$ cat src/rtl/mem_wb_stage.sv
// MIPS32 memory-access / writeback stage: ALU results pass straight to writeback,
// loads and stores run one req/ack bus transaction, then write back.
module mem_wb_stage #(
  parameter int DW     = 32,
  parameter int AW_REG = 5
) (
  input  logic              clk,
  input  logic              rst,
  input  logic              ex_valid,
  input  logic              ex_wreg,
  input  logic [AW_REG-1:0] ex_wd,
  input  logic [DW-1:0]     ex_wdata,
  input  logic [3:0]        ex_memop,
  input  logic [DW-1:0]     ex_maddr,
  input  logic [DW-1:0]     ex_sdata,
  output logic              bus_req,
  output logic              bus_we,
  output logic [DW-1:0]     bus_addr,
  output logic [3:0]        bus_sel,
  output logic [DW-1:0]     bus_wdata,
  input  logic [DW-1:0]     bus_rdata,
  input  logic              bus_ack,
  output logic              stall_req,
  output logic              wb_we,
  output logic [AW_REG-1:0] wb_waddr,
  output logic [DW-1:0]     wb_wdata,
  output logic              exc_adel,
  output logic              exc_ades
);

  typedef enum logic [3:0] {
    MOP_NONE = 4'd0, MOP_LB = 4'd1, MOP_LBU = 4'd2, MOP_LH = 4'd3, MOP_LHU = 4'd4,
    MOP_LW   = 4'd5, MOP_SB = 4'd6, MOP_SH  = 4'd7, MOP_SW = 4'd8
  } mop_e;

  typedef enum logic {S_IDLE, S_BUS} state_e;

  state_e              state;
  mop_e                mop_q;
  logic                wreg_q;
  logic [AW_REG-1:0]   wd_q;
  logic [1:0]          off_q;

  logic                is_load, is_store, is_half, is_word, misaligned, accept_mem;
  logic [3:0]          sel_fmt;
  logic [DW-1:0]       wdata_fmt;
  logic [DW-1:0]       rd_shift;
  logic [DW-1:0]       load_data;
  logic [15:0]         rd_half;

  // Decode of the op presented by EX; codes above SW fall through as NONE.
  // NOTE: every always_comb output gets a default first so no latch is inferred.
  always_comb begin
    is_load   = 1'b0;
    is_store  = 1'b0;
    is_half   = 1'b0;
    is_word   = 1'b0;
    sel_fmt   = 4'b0000;
    wdata_fmt = '0;
    case (ex_memop)
      MOP_LB, MOP_LBU: begin is_load  = 1'b1; sel_fmt = 4'b1000 >> ex_maddr[1:0]; end
      MOP_LH, MOP_LHU: begin is_load  = 1'b1; is_half = 1'b1; end
      MOP_LW:          begin is_load  = 1'b1; is_word = 1'b1; end
      MOP_SB: begin
        is_store  = 1'b1;
        sel_fmt   = 4'b1000 >> ex_maddr[1:0];
        wdata_fmt = {4{ex_sdata[7:0]}};
      end
      MOP_SH: begin is_store = 1'b1; is_half = 1'b1; wdata_fmt = {2{ex_sdata[15:0]}}; end
      MOP_SW: begin is_store = 1'b1; is_word = 1'b1; wdata_fmt = ex_sdata; end
      default: ;
    endcase
    if (is_half) sel_fmt = ex_maddr[1] ? 4'b0011 : 4'b1100;
    if (is_word) sel_fmt = 4'b1111;
  end

  assign misaligned = (is_half && ex_maddr[0]) || (is_word && (ex_maddr[1:0] != 2'b00));
  assign accept_mem = (state == S_IDLE) && ex_valid && (is_load || is_store) && !misaligned;
  assign stall_req  = (state == S_IDLE) ? accept_mem : !bus_ack;

  // Big-endian lanes: byte offset 0 lives in bits 31:24, so shift right by (3-off) bytes.
  assign rd_shift = bus_rdata >> {~off_q, 3'b000};
  assign rd_half  = off_q[1] ? bus_rdata[15:0] : bus_rdata[31:16];

  always_comb begin
    load_data = '0;
    case (mop_q)
      MOP_LB:  load_data = {{(DW-8){rd_shift[7]}}, rd_shift[7:0]};
      MOP_LBU: load_data = {{(DW-8){1'b0}}, rd_shift[7:0]};
      MOP_LH:  load_data = {{(DW-16){rd_half[15]}}, rd_half};
      MOP_LHU: load_data = {{(DW-16){1'b0}}, rd_half};
      MOP_LW:  load_data = bus_rdata;
      default: ;
    endcase
  end

  // NOTE: all state is updated with non-blocking assignments so every register samples pre-edge values.
  always_ff @(posedge clk) begin
    if (rst) begin
      state     <= S_IDLE;
      mop_q     <= MOP_NONE;
      wreg_q    <= 1'b0;
      wd_q      <= '0;
      off_q     <= 2'b00;
      bus_req   <= 1'b0;
      bus_we    <= 1'b0;
      bus_addr  <= '0;
      bus_sel   <= 4'b0000;
      bus_wdata <= '0;
      wb_we     <= 1'b0;
      wb_waddr  <= '0;
      wb_wdata  <= '0;
      exc_adel  <= 1'b0;
      exc_ades  <= 1'b0;
    end else begin
      wb_we    <= 1'b0;
      exc_adel <= 1'b0;
      exc_ades <= 1'b0;
      case (state)
        S_IDLE: begin
          if (ex_valid) begin
            if (!(is_load || is_store)) begin
              wb_we    <= ex_wreg;
              wb_waddr <= ex_wd;
              wb_wdata <= ex_wdata;
            end else if (misaligned) begin
              exc_adel <= is_load;
              exc_ades <= is_store;
            end else begin
              state     <= S_BUS;
              mop_q     <= mop_e'(ex_memop);
              wreg_q    <= ex_wreg;
              wd_q      <= ex_wd;
              off_q     <= ex_maddr[1:0];
              bus_req   <= 1'b1;
              bus_we    <= is_store;
              bus_addr  <= {ex_maddr[DW-1:2], 2'b00};
              bus_sel   <= sel_fmt;
              bus_wdata <= wdata_fmt;
            end
          end
        end
        S_BUS: begin
          if (bus_ack) begin
            state     <= S_IDLE;
            bus_req   <= 1'b0;
            bus_we    <= 1'b0;
            bus_addr  <= '0;
            bus_sel   <= 4'b0000;
            bus_wdata <= '0;
            if (mop_q inside {MOP_LB, MOP_LBU, MOP_LH, MOP_LHU, MOP_LW}) begin
              wb_we    <= wreg_q;
              wb_waddr <= wd_q;
              wb_wdata <= load_data;
            end
          end
        end
        default: state <= S_IDLE;
      endcase
    end
  end

endmodule

$ cat config.mk
export PLATFORM = sky130hd
export DESIGN_NAME = mem_wb_stage
export DESIGN_NICKNAME = d
export VERILOG_FILES = /design/src/rtl/mem_wb_stage.sv
export SDC_FILE = /design/constraint.sdc
export NUM_CORES = 1
export LEC_CHECK = 0
export CORE_MARGIN = 10
export CORE_UTILIZATION = 35
export DETAILED_ROUTE_END_ITERATION = 8
export HOLD_SLACK_MARGIN = 0.06
export PLACE_DENSITY = 0.68
export SYNTH_ARGS = -nofsm -noshare
export SYNTH_HDL_FRONTEND = slang
export SYNTH_SLANG_ARGS = --single-unit
export TNS_END_PERCENT = 50
$ cat constraint.sdc
create_clock -name clk -period 2.9 [get_ports clk]
set_clock_uncertainty 0.2 [all_clocks]
set_input_delay 0.58 -clock clk [delete_from_list [all_inputs] [get_ports clk]]
set_output_delay 0.58 -clock clk [all_outputs]
set_load 0.02 [all_outputs]
==> results of run 1 <==
==> critical path: stages <==
cell and delay (ns):
clkdlybuf4s50_1 0.52, a21oi_2 0.08, a221oi_2 0.32, a21oi_2 0.10, or2_2 0.29, buf_2 0.16
==> final cells by class <==
type | count | area (sq um) | area share, %
timing repair buffer | 291 | 2850 | 30.4
sequential | 121 | 2420 | 25.8
tap | 220 | 275 | 2.94
clock inverter | 13 | 214 | 2.28
clock buffer | 19 | 453 | 4.83
inverter | 14 | 52.6 | 0.561
multi-input combinational | 416 | 3100 | 33.1
==> cell families after synthesis <==
| family | count (synthesis) | synth area share (%) |
|---|---|---|
| simple gates | 161 | 15.7 |
| buf+inv | 81 | 6.51 |
| mux | 32 | 5.81 |
| flops | 121 | 41.2 |
| compound gates | 220 | 30.6 |
| other cells | 1 | 0.0637 |
| xor+xnor | 1 | 0.149 |
==> stage by stage <==
stage	setup TNS [ns]	utilization [%]
floorplan	0	-
global placement	-6.74	52.7
detailed placement	-12.81	52.7
CTS	0	56.7
global route	0	56.7
finish	0	56.7
==> repair_timing <==
| item | CTS | global route |
|---|---|---|
| endpoints found under the setup margin | 1 | 1 |
| buffers inserted | 0 | 0 |
| gates cloned | 0 | 0 |
| resized for setup | 8 | 2 |
| hold endpoints to repair | 0 | 0 |
| pin swaps | 1 | 1 |
==> registers in the layout, indices dropped and copies added, names as in the netlist <==
register,cells
bus_wdata,32
wb_wdata,32
bus_addr,30
wb_waddr,5
wd_q,5
bus_sel,4
mop_q,4
off_q,2
bus_req,1
bus_we,1
exc_adel,1
exc_ades,1
state,1
wb_we,1
wreg_q,1
==> worst max-delay path by stage <==
stage                     start         to  slack (ns)  depth (start not counted)
floorplan           ex_memop[1]  stall_req        0.43                          5
CTS                 ex_maddr[1]  stall_req        0.04                          6
detailed placement  ex_memop[0]  stall_req       -0.42                          6
global route        ex_maddr[1]  stall_req       0.007                          6
global placement    ex_memop[1]  stall_req       -0.37                          6
finish              ex_maddr[1]  stall_req        0.06                          6
==> per-layer routing <==
metal	GRT usage, %	up-vias	share of wire (%)
met2	31.7	225	50
li1	-	2896	-
met1	23.4	2914	41
met4	6.17	0	2.1
met5	0	-	0
met3	5.10	25	6.6
==> power groups by stage <==
| stage | clock network [W] | registers [W] | logic (W) |
|---|---|---|---|
| 2_1_floorplan | 0 | 0.00190 | 0.000347 |
| 3_3_place_gp | 0 | 0.00182 | 0.000887 |
| 3_5_place_dp | 0 | 0.00183 | 0.000902 |
| 4_1_cts | 0.00241 | 0.00179 | 0.000902 |
| 5_1_grt | 0.00250 | 0.00180 | 0.000962 |
| 6_report | 0.00237 | 0.00179 | 0.000901 |
==> cells in the final DEF (no fill, tap or decap), types with 3 or more instances in the layout <==
master / instances
clkdlybuf4s50_1: 244
dfxtp_1: 121
nand2_1: 70
a22o_1: 50
buf_4: 37
a22oi_1: 34
o221ai_1: 32
nand4b_1: 30
mux2i_1: 24
o21ai_0: 20
clkbuf_16: 17
o2bb2ai_1: 16
a211oi_1: 15
nor2b_1: 15
inv_1: 13
a2111oi_0: 9
nor3_1: 9
nor2_1: 8
mux2_2: 7
a222oi_1: 7
nand2b_1: 7
bufinv_16: 5
a21o_1: 4
o31ai_1: 4
dlygate4sd2_1: 4
buf_12: 4
or2_2: 3
o21a_1: 3
nand4_1: 3
inv_6: 3
==> results by group, run 1 <==
Route
  • Vias/cell: approximately 5.5
  • DRT iter0 DRCs: between 500 and 600
  • Wirelength per Cell: 20.4 um
  • Residual DRC: 0
  • Post-route ant nets: 0
  • Total number of vias: roughly 6100
  • DRT Wirelength: 22.3 mm
  • First drt pass iteration count: 7

Placed design
  • Post-DP HPWL: about 17 mm
  • Pre-CTS WS: -0.416 ns
  • Placed cells: roughly 1100
  • I/O Buffers: 250
  • Placement Cell Area: ~0.0087 sq mm
  • Final RePlAce weighted congestion: between 0.8 and 0.9

Clock network
  • CTS H-tree lvls: 4
  • Root buffer cell: clkbuf_16
  • Sink Count: between 100 and 150
  • CTS clk-pin slew, worst paths: 0.06 ns
  • Max clock buf depth: 2
  • CTS tree: yes
  • Clock Latency Late Sink: ~0.41 ns
  • Clock buffer count from CTS: 17
  • Hold_buf cts: 0

STA
  • Final worst-path cycle share: ~100%
  • Worst hold slack: between 0.2 and 0.3 ns
  • Unrepaired setup endpoints after global routing: false
  • Final Max Slew Viols: 0
  • Relative slew margins: between 20% and 30%
  • Fmax: between 300 and 400 MHz
  • Setup violators final: 0
  • Worst-Margin Slew: between 1 and 1.5 ns
  • Clock period minus final worst setup slack: ~2.8 ns
  • Endpoints failing hold: 0
  • Setup WS post-layout: around 0.057 ns

Critical path
  • RR Startpoint: mop_q[1]$_SDFFE_PP0P_
  • Crit end category: output pin
  • Critical path class: input port to output pin
  • CP startpoint kind: input port
  • Worst-case reg-to-reg path depth: 4
  • Reg2reg setup slack: about 0.68 ns
  • Reg2reg end: wb_wdata[2]$_SDFFE_PP0P_
  • Critical Path Fanout Max: 2
  • WP data arrival: roughly 2 ns
  • CP required: roughly 2.1 ns

Synthesis
  • Synth Cell Area: 0.00588 sq mm
  • Syn Inst Count: between 600 and 700
  • Most frequent cell after synthesis: dfxtp_1
  • Async set-reset flop share out of synthesis: 0%
  • Register area share after synthesis: 41.2%
  • Flops & latches, synth: between 100 and 150
  • Post-synth top cells: dfxtp_1 (121), nand2_1 (70), a22o_1 (50)
  • Area share of the largest cell type after synthesis: 41.2%
  • Synth area leaders: dfxtp_1 (41%), a22o_1 (7.4%), o221ai_1 (4.8%), nand2_1 (4.5%), nand4b_1 (4.5%)
  • Distinct cells, synth: 66
  • Largest area contributor in the netlist: dfxtp_1
  • Main flop type after synthesis: dfxtp_1
  • Syn_area_per_cell: between 9 and 10 sq um
  • Number of synthesized flops with an enable pin: 0
  • Synth warn: 0

Worst hold path
  • Hold endpoint: bus_we$_SDFFE_PP0P_
  • Hold Path Depth: 1
  • Worst Hold Class: register to register
  • Min-Delay Startpoint: bus_we$_SDFFE_PP0P_

Global routing
  • Overall Global Routing Usage: between 10% and 20%
  • Vias in the first global route: 5954
  • Congestion Overflow GR: 0
  • Initial antenna violation count: 0
  • Largest net degree at the start of global routing: 66
  • First-pass GRT wire length: ~34 mm

Power and ir drop
  • Tot Pwr: between 0.005 and 0.006 W
  • Maximum vdd drop: about 0.4 mV
  • Int Pwr: 0.00379 W
  • Sw Ratio: between 20% and 30%
  • Static leakage: 3.35 nW
  • Logic pwr share: around 18%
  • Sw power: 0.00128 W
  • Pwr per Cell Area: roughly 540 mW/mm^2
  • Clk pwr share: 46.9%
  • Sequential power share: around 35%

Final layout
  • Share of post-route cells with drive strength above 1: 11.4%
  • Fillcell total: ~1400
  • Antenna diode instance count: 0
  • Post-Layout Cell Count: between 1000 and 1500
  • Finished Cell Area: between 0.009 and 0.01 sq mm
  • Area Growth Syn to Fin: 59.3%
  • Nets: around 1000

Die
  • I/O pins: 253
  • Chip width: roughly 150 um
  • Die H: 150 um
  • Die area: 0.0224 sq mm
  • Core Area: between 0.015 and 0.02 sq mm
  • Starting Density: a little over a third
  • Cell Rows: 47

Flow run
  • Max-cap viol count: 0

Run status
  • Run status: completed
No activity file was read; power rests on OpenSTA's default activity.
==> run 2: changes to the inputs <==
- CORE_UTILIZATION: 35 -> 43
- PLACE_DENSITY: 0.68 -> 0.81
==> run 2 against run 1 <==
Non-clock buffer count is 1 higher. Sequential share of layout area up 0.30 points. Fmax fell by 0.22%. Critical path type unchanged. Largest cell class unchanged.
==> results by group, run 2 (synthesis results as in run 1) <==
Placed design
  • Final RePlAce weighted congestion: slightly below 0.9
  • Placement Cell Area: just under 0.009 sq mm
  • Pre-CTS WS: -0.464 ns
  • Post-DP HPWL: roughly 17 mm
  • I/O Buffers: 250

Final layout
  • Final Util: 69.4%
  • Antenna diode instance count: 0
  • Nets: about 1000
  • Share of post-route cells with drive strength above 1: 11.3%
  • Area Growth Syn to Fin: 57.5%
  • Largest regs: bus_wdata (32), wb_wdata (32), bus_addr (30)
  • Fillcell total: roughly 1000
  • Most frequent cells in the layout: clkdlybuf4s50_1 (245), dfxtp_1 (121), nand2_1 (70)
  • Commonest non-fill, non-tap cell in the layout: clkdlybuf4s50_1
  • Finished Cell Area: approximately 0.0093 sq mm

STA
  • Relative slew margins: ~27%
  • Unrepaired setup endpoints after global routing: false
  • Clock period minus final worst setup slack: between 2 and 3 ns
  • Worst hold slack: roughly 0.25 ns
  • Worst-Margin Slew: between 1 and 1.5 ns
  • Setup violators final: 0
  • Fmax: 351 MHz
  • Setup WS post-layout: approximately 0.050 ns
  • Final Max Slew Viols: 0
  • Endpoints failing hold: 0
  • Final worst-path cycle share: a little over nine tenths

Route
  • Residual DRC: 0
  • Vias/cell: a little under 6
  • Wirelength per Cell: 21.2 um
  • DRT Wirelength: approximately 22 mm
  • Total number of vias: between 6000 and 7000
  • Post-route ant nets: 0
  • First drt pass iteration count: 6
  • DRT iter0 DRCs: between 600 and 700

Clock network
  • Clock Latency Late Sink: approximately 0.41 ns
  • Hold_buf cts: 0
  • Max clock buf depth: 2
  • Clock buffer count from CTS: 17
  • Sink Count: about 120
  • CTS clk-pin slew, worst paths: roughly 0.050 ns
  • CTS H-tree lvls: 4
  • CTS tree: yes
  • Root buffer cell: clkbuf_16

Die
  • Core Area: between 0.01 and 0.015 sq mm
  • Chip width: 137 um
  • I/O pins: ~250
  • Die area: 0.0188 sq mm
  • Starting Density: between 40 and 50%
  • Die H: 137 um
  • Cell Rows: 42

Power and ir drop
  • Pwr per Cell Area: around 520 mW/mm^2
  • Static leakage: about 3.3 nW
  • Maximum vdd drop: approximately 0.44 mV
  • Tot Pwr: a little under 0.005 W

Global routing
  • Vias in the first global route: 6107
  • First-pass GRT wire length: 33.5 mm
  • Congestion Overflow GR: 0
  • Overall Global Routing Usage: 22.6%
  • Initial antenna violation count: 0
  • Largest net degree at the start of global routing: 42

Critical path
  • CP required: around 2.1 ns
  • Reg2reg setup slack: just under 0.4 ns
  • WP data arrival: 2.07 ns
  • Worst-case reg-to-reg path depth: 4
  • Critical path class: input port to output pin
  • CP startpoint kind: input port
  • Critical Path Fanout Max: 3
  • Reg2reg end: bus_addr[2]$_SDFFE_PP0P_
  • RR Startpoint: state$_SDFF_PP0_
  • Crit path from: ex_maddr[0]
  • Crit end category: output pin
  • CP endpoint: stall_req

Flow run
  • Max-cap viol count: 0

Run status
  • Run status: completed

Worst hold path
  • Worst Hold Class: register to register
## run 2: where the power goes
group          total (W)  switching (W)  leakage, nW  internal [W]
Combinational   0.000909       0.000438         2.05      0.000470
Clock            0.00213       0.000754        0.288       0.00138
Sequential       0.00179      0.0000530        0.984       0.00174
Total            0.00484        0.00125         3.32       0.00359
## run 2: how the worst min path moves through the flow
stage	depth (start not counted)	slack, ns	from	end
2_1_floorplan	2	0.23	wd_q[0]$_SDFFE_PP0P_	wd_q[0]$_SDFFE_PP0P_
3_3_place_gp	1	0.24	bus_we$_SDFFE_PP0P_	bus_we$_SDFFE_PP0P_
3_5_place_dp	1	0.24	bus_we$_SDFFE_PP0P_	bus_we$_SDFFE_PP0P_
4_1_cts	1	0.25	bus_we$_SDFFE_PP0P_	bus_we$_SDFFE_PP0P_
5_1_grt	1	0.28	bus_wdata[23]$_SDFFE_PP0P_	bus_wdata[23]$_SDFFE_PP0P_
6_report	1	0.25	bus_we$_SDFFE_PP0P_	bus_we$_SDFFE_PP0P_
## run 2: timing repair
| action | 4_1_cts | 5_1_grt |
|---|---|---|
| buffers inserted | 1 | 0 |
| resized for setup | 7 | 1 |
| setup endpoints to repair | 1 | 1 |
| pin swaps | 1 | 1 |
| gates cloned | 0 | 0 |
## run 2: stage by stage
| stage | TNS, ns | cells |
|---|---|---|
| 5_1_grt | 0 | 1051 |
| 6_report | 0 | 1051 |
| 4_1_cts | 0 | 1051 |
| 2_1_floorplan | 0 | 618 |
| 3_3_place_gp | -4.79 | 1018 |
| 3_5_place_dp | -9.44 | 1018 |
## run 2: worst max-delay path, cell delays in order
cell and delay, ns:
clkdlybuf4s50_1 0.52, a21oi_1 0.08, a221oi_2 0.33, a21oi_2 0.10, or2_2 0.30, buf_2 0.16
## run 2: per-layer routing
metal  track usage (%)  up-vias  share of wire (%)
li1                  -     2907                  -
met1              26.7     2938                 40
met2              37.5      263                 51
met3              6.38       47                6.5
met4              9.43        0                2.7
met5                 0        -                  0
## run 2: final cells by class
cell class | instances | area [sq um] | area share, %
Timing Repair Buffer | 292 | 2860 | 30.9
Tap cell | 176 | 220 | 2.38
Sequential cell | 121 | 2420 | 26.1
Clock inverter | 9 | 113 | 1.22
Clock buffer | 23 | 498 | 5.37
Multi-Input combinational cell | 416 | 3100 | 33.4
Inverter | 14 | 52.6 | 0.567
